$ cat src/rtl/normalizer_pkg.sv
// Register map, status/control bit positions and counter width shared by the normalizer CSR block.
package normalizer_pkg;

   localparam int REG_STATUS     = 0;
   localparam int REG_CTRL       = 1;
   localparam int REG_MAX_VALUE  = 2;
   localparam int REG_START_ADDR = 3;
   localparam int REG_STOP_ADDR  = 4;
   localparam int REG_CMD        = 5;
   localparam int REG_DONE_CNT   = 6;
   localparam int REG_AREA0      = 7;

   localparam int ST_IRQ         = 0;
   localparam int ST_BUSY        = 1;
   localparam int ST_ERR_BUSY    = 2;
   localparam int ST_ERR_RANGE   = 3;

   localparam int CTRL_IRQ_EN    = 0;
   localparam int CTRL_SQRT      = 1;

   localparam int DONE_CNT_W     = 16;
   localparam logic [DONE_CNT_W-1:0] DONE_CNT_MAX = '1;

endpackage

$ cat src/rtl/normalizer_irq_ctrl.sv
// Completion interrupt: sticky pending bit with write-1-to-clear; a same-edge set beats the clear.
// One register stage for pending; irq output is a combinational mask, no backpressure.
module normalizer_irq_ctrl (
   input  logic clk,
   input  logic rst,
   input  logic set,
   input  logic clr,
   input  logic irq_en,
   output logic irq_pending,
   output logic irq
);

   always_ff @(posedge clk) begin
      if (rst) begin
         irq_pending <= 1'b0;
      end else if (set) begin
         irq_pending <= 1'b1;
      end else if (clr) begin
         irq_pending <= 1'b0;
      end
   end

   // Masking leaves pending intact so software can poll it with irq_en low.
   assign irq = irq_pending & irq_en;

endmodule

$ cat src/rtl/normalizer_csr.sv
// Avalon-MM CSR block for the normalizer: job config, busy-guarded start pulse, W1C interrupt.
// Writes land on the edge; reads return registered data one cycle later; the slave never stalls.
module normalizer_csr
   import normalizer_pkg::*;
#(
   parameter int DATA_W   = 32,
   parameter int SAMPLE_W = 16,
   parameter int N_AREAS  = 4,
   parameter int ADDR_W   = 4
) (
   input  logic                         clk,
   input  logic                         rst,
   input  logic [ADDR_W-1:0]            avs_s0_address,
   input  logic                         avs_s0_write,
   input  logic                         avs_s0_read,
   input  logic [DATA_W-1:0]            avs_s0_writedata,
   output logic [DATA_W-1:0]            avs_s0_readdata,
   output logic                         avs_s0_readdatavalid,
   output logic                         avm_s0_irq,
   input  logic                         done,
   output logic                         start,
   output logic                         busy,
   output logic                         sqrt_normal,
   output logic [SAMPLE_W-1:0]          max_value,
   output logic [DATA_W-1:0]            start_addr,
   output logic [DATA_W-1:0]            stop_addr,
   output logic [N_AREAS*SAMPLE_W-1:0]  area_lo,
   output logic [N_AREAS*SAMPLE_W-1:0]  area_hi
);

   logic [31:0]           addr;
   logic                  wr_en, rd_en, cfg_wr, cmd_wr, status_wr;
   logic                  range_ok, issue, done_evt, lock_viol;
   logic                  irq_en, irq_pending, err_busy, err_range;
   logic [DONE_CNT_W-1:0] done_cnt;
   logic [DATA_W-1:0]     rd_mux;

   assign addr      = 32'(avs_s0_address);
   assign wr_en     = avs_s0_write;
   assign rd_en     = avs_s0_read & ~avs_s0_write;
   assign cfg_wr    = wr_en & ~busy;
   assign cmd_wr    = wr_en && (addr == REG_CMD);
   assign status_wr = wr_en && (addr == REG_STATUS);
   assign range_ok  = stop_addr > start_addr;
   assign issue     = cmd_wr & ~busy & range_ok;
   assign done_evt  = done & busy;
   // Config space is frozen for the whole job; STATUS and DONE_CNT stay writable.
   assign lock_viol = wr_en & busy &
                      (((addr >= REG_CTRL) && (addr <= REG_STOP_ADDR)) || (addr >= REG_AREA0));

   always_ff @(posedge clk) begin
      if (rst) begin
         start                <= 1'b0;
         busy                 <= 1'b0;
         err_busy             <= 1'b0;
         err_range            <= 1'b0;
         irq_en               <= 1'b0;
         sqrt_normal          <= 1'b0;
         max_value            <= '0;
         start_addr           <= '0;
         stop_addr            <= '0;
         done_cnt             <= '0;
         avs_s0_readdata      <= '0;
         avs_s0_readdatavalid <= 1'b0;
      end else begin
         start <= issue;
         if (issue) begin
            busy <= 1'b1;
         end else if (done_evt) begin
            busy <= 1'b0;
         end

         if ((cmd_wr && busy) || lock_viol) begin
            err_busy <= 1'b1;
         end else if (status_wr && avs_s0_writedata[ST_ERR_BUSY]) begin
            err_busy <= 1'b0;
         end

         if (cmd_wr && !busy && !range_ok) begin
            err_range <= 1'b1;
         end else if (status_wr && avs_s0_writedata[ST_ERR_RANGE]) begin
            err_range <= 1'b0;
         end

         if (cfg_wr) begin
            case (addr)
               REG_CTRL: begin
                  irq_en      <= avs_s0_writedata[CTRL_IRQ_EN];
                  sqrt_normal <= avs_s0_writedata[CTRL_SQRT];
               end
               REG_MAX_VALUE:  max_value  <= avs_s0_writedata[SAMPLE_W-1:0];
               REG_START_ADDR: start_addr <= avs_s0_writedata;
               REG_STOP_ADDR:  stop_addr  <= avs_s0_writedata;
               default: ;
            endcase
         end

         // A clear that coincides with a completion still counts that completion.
         if (wr_en && (addr == REG_DONE_CNT)) begin
            done_cnt <= done_evt ? DONE_CNT_W'(1) : '0;
         end else if (done_evt && (done_cnt != DONE_CNT_MAX)) begin
            done_cnt <= done_cnt + DONE_CNT_W'(1);
         end

         avs_s0_readdatavalid <= rd_en;
         if (rd_en) begin
            avs_s0_readdata <= rd_mux;
         end
      end
   end

   for (genvar k = 0; k < N_AREAS; k++) begin : g_area
      logic [SAMPLE_W-1:0] lo_q, hi_q;

      always_ff @(posedge clk) begin
         if (rst) begin
            lo_q <= '0;
            hi_q <= '0;
         end else if (cfg_wr && (addr == 32'(REG_AREA0 + k))) begin
            lo_q <= avs_s0_writedata[SAMPLE_W-1:0];
            hi_q <= avs_s0_writedata[16 +: SAMPLE_W];
         end
      end

      assign area_lo[k*SAMPLE_W +: SAMPLE_W] = lo_q;
      assign area_hi[k*SAMPLE_W +: SAMPLE_W] = hi_q;
   end

   always_comb begin
      rd_mux = '0;
      case (addr)
         REG_STATUS: begin
            rd_mux[ST_IRQ]       = irq_pending;
            rd_mux[ST_BUSY]      = busy;
            rd_mux[ST_ERR_BUSY]  = err_busy;
            rd_mux[ST_ERR_RANGE] = err_range;
         end
         REG_CTRL: begin
            rd_mux[CTRL_IRQ_EN] = irq_en;
            rd_mux[CTRL_SQRT]   = sqrt_normal;
         end
         REG_MAX_VALUE:  rd_mux[SAMPLE_W-1:0]   = max_value;
         REG_START_ADDR: rd_mux                 = start_addr;
         REG_STOP_ADDR:  rd_mux                 = stop_addr;
         REG_DONE_CNT:   rd_mux[DONE_CNT_W-1:0] = done_cnt;
         default: begin
            for (int i = 0; i < N_AREAS; i++) begin
               if (addr == 32'(REG_AREA0 + i)) begin
                  rd_mux[SAMPLE_W-1:0]   = area_lo[i*SAMPLE_W +: SAMPLE_W];
                  rd_mux[16 +: SAMPLE_W] = area_hi[i*SAMPLE_W +: SAMPLE_W];
               end
            end
         end
      endcase
   end

   normalizer_irq_ctrl u_irq (
      .clk         (clk),
      .rst         (rst),
      .set         (done_evt),
      .clr         (status_wr && avs_s0_writedata[ST_IRQ]),
      .irq_en      (irq_en),
      .irq_pending (irq_pending),
      .irq         (avm_s0_irq)
   );

endmodule

$ cat config.mk
export PLATFORM = sky130hd
export DESIGN_NAME = normalizer_csr
export DESIGN_NICKNAME = d
export VERILOG_FILES = /design/src/rtl/normalizer_pkg.sv /design/src/rtl/normalizer_irq_ctrl.sv /design/src/rtl/normalizer_csr.sv
export SDC_FILE = /design/constraint.sdc
export NUM_CORES = 1
export LEC_CHECK = 0
export BUFFER_PORTS_ARGS = -buffer_cell sky130_fd_sc_hd__buf_2
export CAP_MARGIN = 40
export CORE_MARGIN = 4
export CORE_UTILIZATION = 40
export CTS_CLUSTER_SIZE = 24
export DETAILED_ROUTE_END_ITERATION = 10
export GPL_TIMING_DRIVEN = 0
export HOLD_SLACK_MARGIN = 0.12
export PLACE_DENSITY = 0.75
export REMOVE_ABC_BUFFERS = 1
export SKIP_LAST_GASP = 1
export SLEW_MARGIN = 0
export SYNTH_ARGS = -nofsm -noshare
export SYNTH_HDL_FRONTEND = slang
export SYNTH_SLANG_ARGS = --single-unit
$ cat constraint.sdc
create_clock -name clk -period 2 [get_ports clk]
set_input_delay 0.1 -clock clk [delete_from_list [all_inputs] [get_ports clk]]
set_output_delay 0.1 -clock clk [all_outputs]
set_load 0.01 [all_outputs]
==> metrics <==
status=complete, but fails checks; Synth warnings=0; Power per Cell Area=794 nW/µm²; clk_skew=10.4 ps; FP Rows=62; design area=15300 µm²; CP cell instances=and2_1, nand4_1, a2111oi_1, xnor2_1, nor2_1; ratio of cells with drive above 1 in the final layout=22.6%; Final Non-Filler Cells=2196; R2R cell count=5; DP Cell Count=2095; Seq/Total Area, Yosys=44.7%; Max Clock Freq=504 MHz; final worst slack=16.5 ps; Synth top area share=44.7%; Worst-Skew Late Latency=550 ps; post-route ant nets=0; Routed WL=45700 µm; area leader, netlist=dfxtp_1; die area=32400 µm²; Post-synth EDFFs=0; post-layout util=52.8%; port buffer count=285; Slowest Stage Delay on Critical Path=550 ps; post-detail-place hpwl=31200 µm; grt ovf=0; Worst EP required=2420 ps; Mean Syn Cell Area=7.77 µm²; violated checks=hold timing; clk sink count=264; via/cell ratio=5.68; drt wl/cell=20.8 µm; Die Wd=180 µm; router iterations before antenna repair=6; CTS root buffer=clkbuf_16; Starting Density=40.9%; Tot GR Track Use=26.3%; antenna violations before repair=0; Setup crit end kind=flop; placed cell area=13700 µm²; Diodes inserted=0; slowest CP cell=a2111oi_1; RD Place Congestion=0.903; critical path class=flop to flop; TritonCTS clock tree=built; final hold violation count=1; Hold Crit Depth=2; worst slack, placed=-708 ps; Initial DRC Count=1378; post-route minimum period=1980 ps; Crit path depth=5; pin count of the biggest net entering global routing=146; H-tree depth=1; Critical Path Start Type=flop; Leak Pwr=6.13 nW; Yosys cell types=66; Data arrival, critical path=2400 ps; Final Max Slew Viols=0; CTS Buffer Depth=3; Post-Syn Instances=1523; via count=12500; final worst-path cycle share=99.2%; maxcap violations=0; area grow syn2layout=29.1%; Post-synth top flop=dfxtp_1; vias in the first global route=11900; hold buffers post-CTS=36; clk slew on worst S/H paths=60 ps; final setup violation count=0; Final #Nets=1862; first-pass GRT wire length=69500 µm; Mapped Area=11800 µm²; Buf+Inv Stages, Crit Path=0; CP max FO=8; Ports=286; Top delay family on crit path=simple AND/OR/NAND/NOR gates; TNS Setup=0 ps; RSZ-0062 raised after global routing=yes; core area=28900 µm²; Slew HR=46.3%; overall power=12.1 mW; Area contributors post-synth=dfxtp_1 (45%), nand2_1 (15%), a21oi_1 (12%); worst hold path class=input port to flop; FFs w/ async S/R, synth=0%; Hold WS=-12.6 ps; #FFs+latches synth=264; Die H=180 µm; TritonCTS Buffers=30; maximum VDD drop=0.707 mV; drt drc=0; Least-Margin Pin Slew=806 ps
[final cells by class]
type	count	area (µm²)
Multi-Input combinational cell	1101	5990
Sequential cell	264	5290
Fill cell	2664	13700
Tap cell	384	480
Inverter	38	143
Clock inverter	7	93.8
Timing Repair Buffer	353	2340
Clock buffer	49	943
[flip-flops by register name (all words and copies together) (netlist names), 16 cells and up]
register         cells
avs_s0_readdata     32
done_cnt            16
g_area.hi_q         64
g_area.lo_q         64
max_value           16
start_addr          32
stop_addr           32
[metal layers]
metal  vias up  GRT usage (%)  part of all wire [%]
met3       115           5.83                   9.7
met5         -              0                     0
met1      5912           33.7                    40
met2       675           43.6                    47
met4         0           10.2                   4.0
li1       5776              -                     -
[placed cells by master, fill, tap and decap left out, types with 5 or more instances in the layout]
cell | Yosys | final
dfxtp_1 | 264 | 260
nand4_1 | 12 | 12
nor3_1 | 6 | 6
a221oi_1 | 26 | 26
clkbuf_8 | 0 | 10
a21boi_0 | 5 | 5
nand3_1 | 20 | 20
buf_6 | 2 | 6
and2_1 | 8 | 5
dlygate4sd3_1 | 0 | 36
buf_8 | 0 | 5
a222oi_1 | 6 | 6
ha_1 | 33 | 33
a21oi_1 | 279 | 278
nand2_1 | 468 | 462
o21ai_0 | 31 | 31
a211o_1 | 6 | 6
a22oi_1 | 19 | 19
a211oi_1 | 7 | 7
buf_2 | 43 | 284
o21bai_1 | 6 | 6
buf_4 | 12 | 8
o2bb2ai_1 | 14 | 14
a22o_1 | 17 | 17
xnor2_1 | 11 | 11
clkbuf_1 | 60 | 8
a221o_1 | 7 | 7
inv_1 | 37 | 37
nor2_1 | 49 | 46
nand2_2 | 0 | 5
clkbuf_16 | 0 | 31
a31oi_1 | 7 | 7
buf_16 | 0 | 10
[final timing paths]
check | startpoint | slack (ps) | to
setup / recovery | busy$_SDFFE_PP0P_ | 20 | done_cnt[13]$_SDFFE_PP0P_
hold / removal | rst | -10 | avs_s0_readdata[27]$_SDFFE_PP0P_
setup reg to reg | busy$_SDFFE_PP0P_ | 20 | done_cnt[13]$_SDFFE_PP0P_
hold reg to reg | avs_s0_readdata[22]$_SDFFE_PP0P_ | 450 | avs_s0_readdata[22]$_SDFFE_PP0P_
[worst register-to-register path, delay by kind of cell, from the launching register on]
family           cells  cell delay, ps
AND/OR/NAND/NOR      3             610
XOR/XNOR             1             180
AO/OA/AOI/OAI        1             550
flip-flops           1             510
[timing repair]
action	CTS	global route
endpoints found under the setup margin	211	49
gates resized for setup	11	13
gates cloned	0	0
endpoints found under the hold margin	229	72
pin swaps	3	8
buffers inserted	3	6
[report_power, final]
group | switching (mW) | internal, mW | total [mW]
combinational | 0.650 | 0.375 | 1.02
clock | 2.23 | 3.47 | 5.70
sequential | 0.0668 | 5.35 | 5.41
total | 2.95 | 9.19 | 12.1
[cells in the mapped netlist, drive strengths merged (7+ instances only)]
master / instances
ha: 33
a221oi: 26
nor2: 49
xnor2: 11
o2bb2ai: 14
and2: 10
a22o: 17
clkbuf: 61
nand2: 468
o21ai: 32
a21oi: 280
nor3: 7
a211oi: 7
a22oi: 19
buf: 59
a221o: 7
inv: 38
dfxtp: 264
a31oi: 7
nand3: 20
nand4: 12
[cells by family (layout without fill, tap and decap cells)]
| family | after synthesis | count (layout) | share of synthesized area (%) |
|---|---|---|---|
| muxes | 5 | 5 | 0.455 |
| AOI/OAI and AO/OA | 452 | 452 | 23.1 |
| DFF | 264 | 264 | 44.7 |
| and+or+nand+nor | 599 | 599 | 21.4 |
| buffers and inverters | 158 | 447 | 5.98 |
| xor gates and xnor gates | 12 | 12 | 0.888 |
| adders and majority gates | 33 | 33 | 3.49 |
Note: power is estimated with default switching activity, not from simulation.
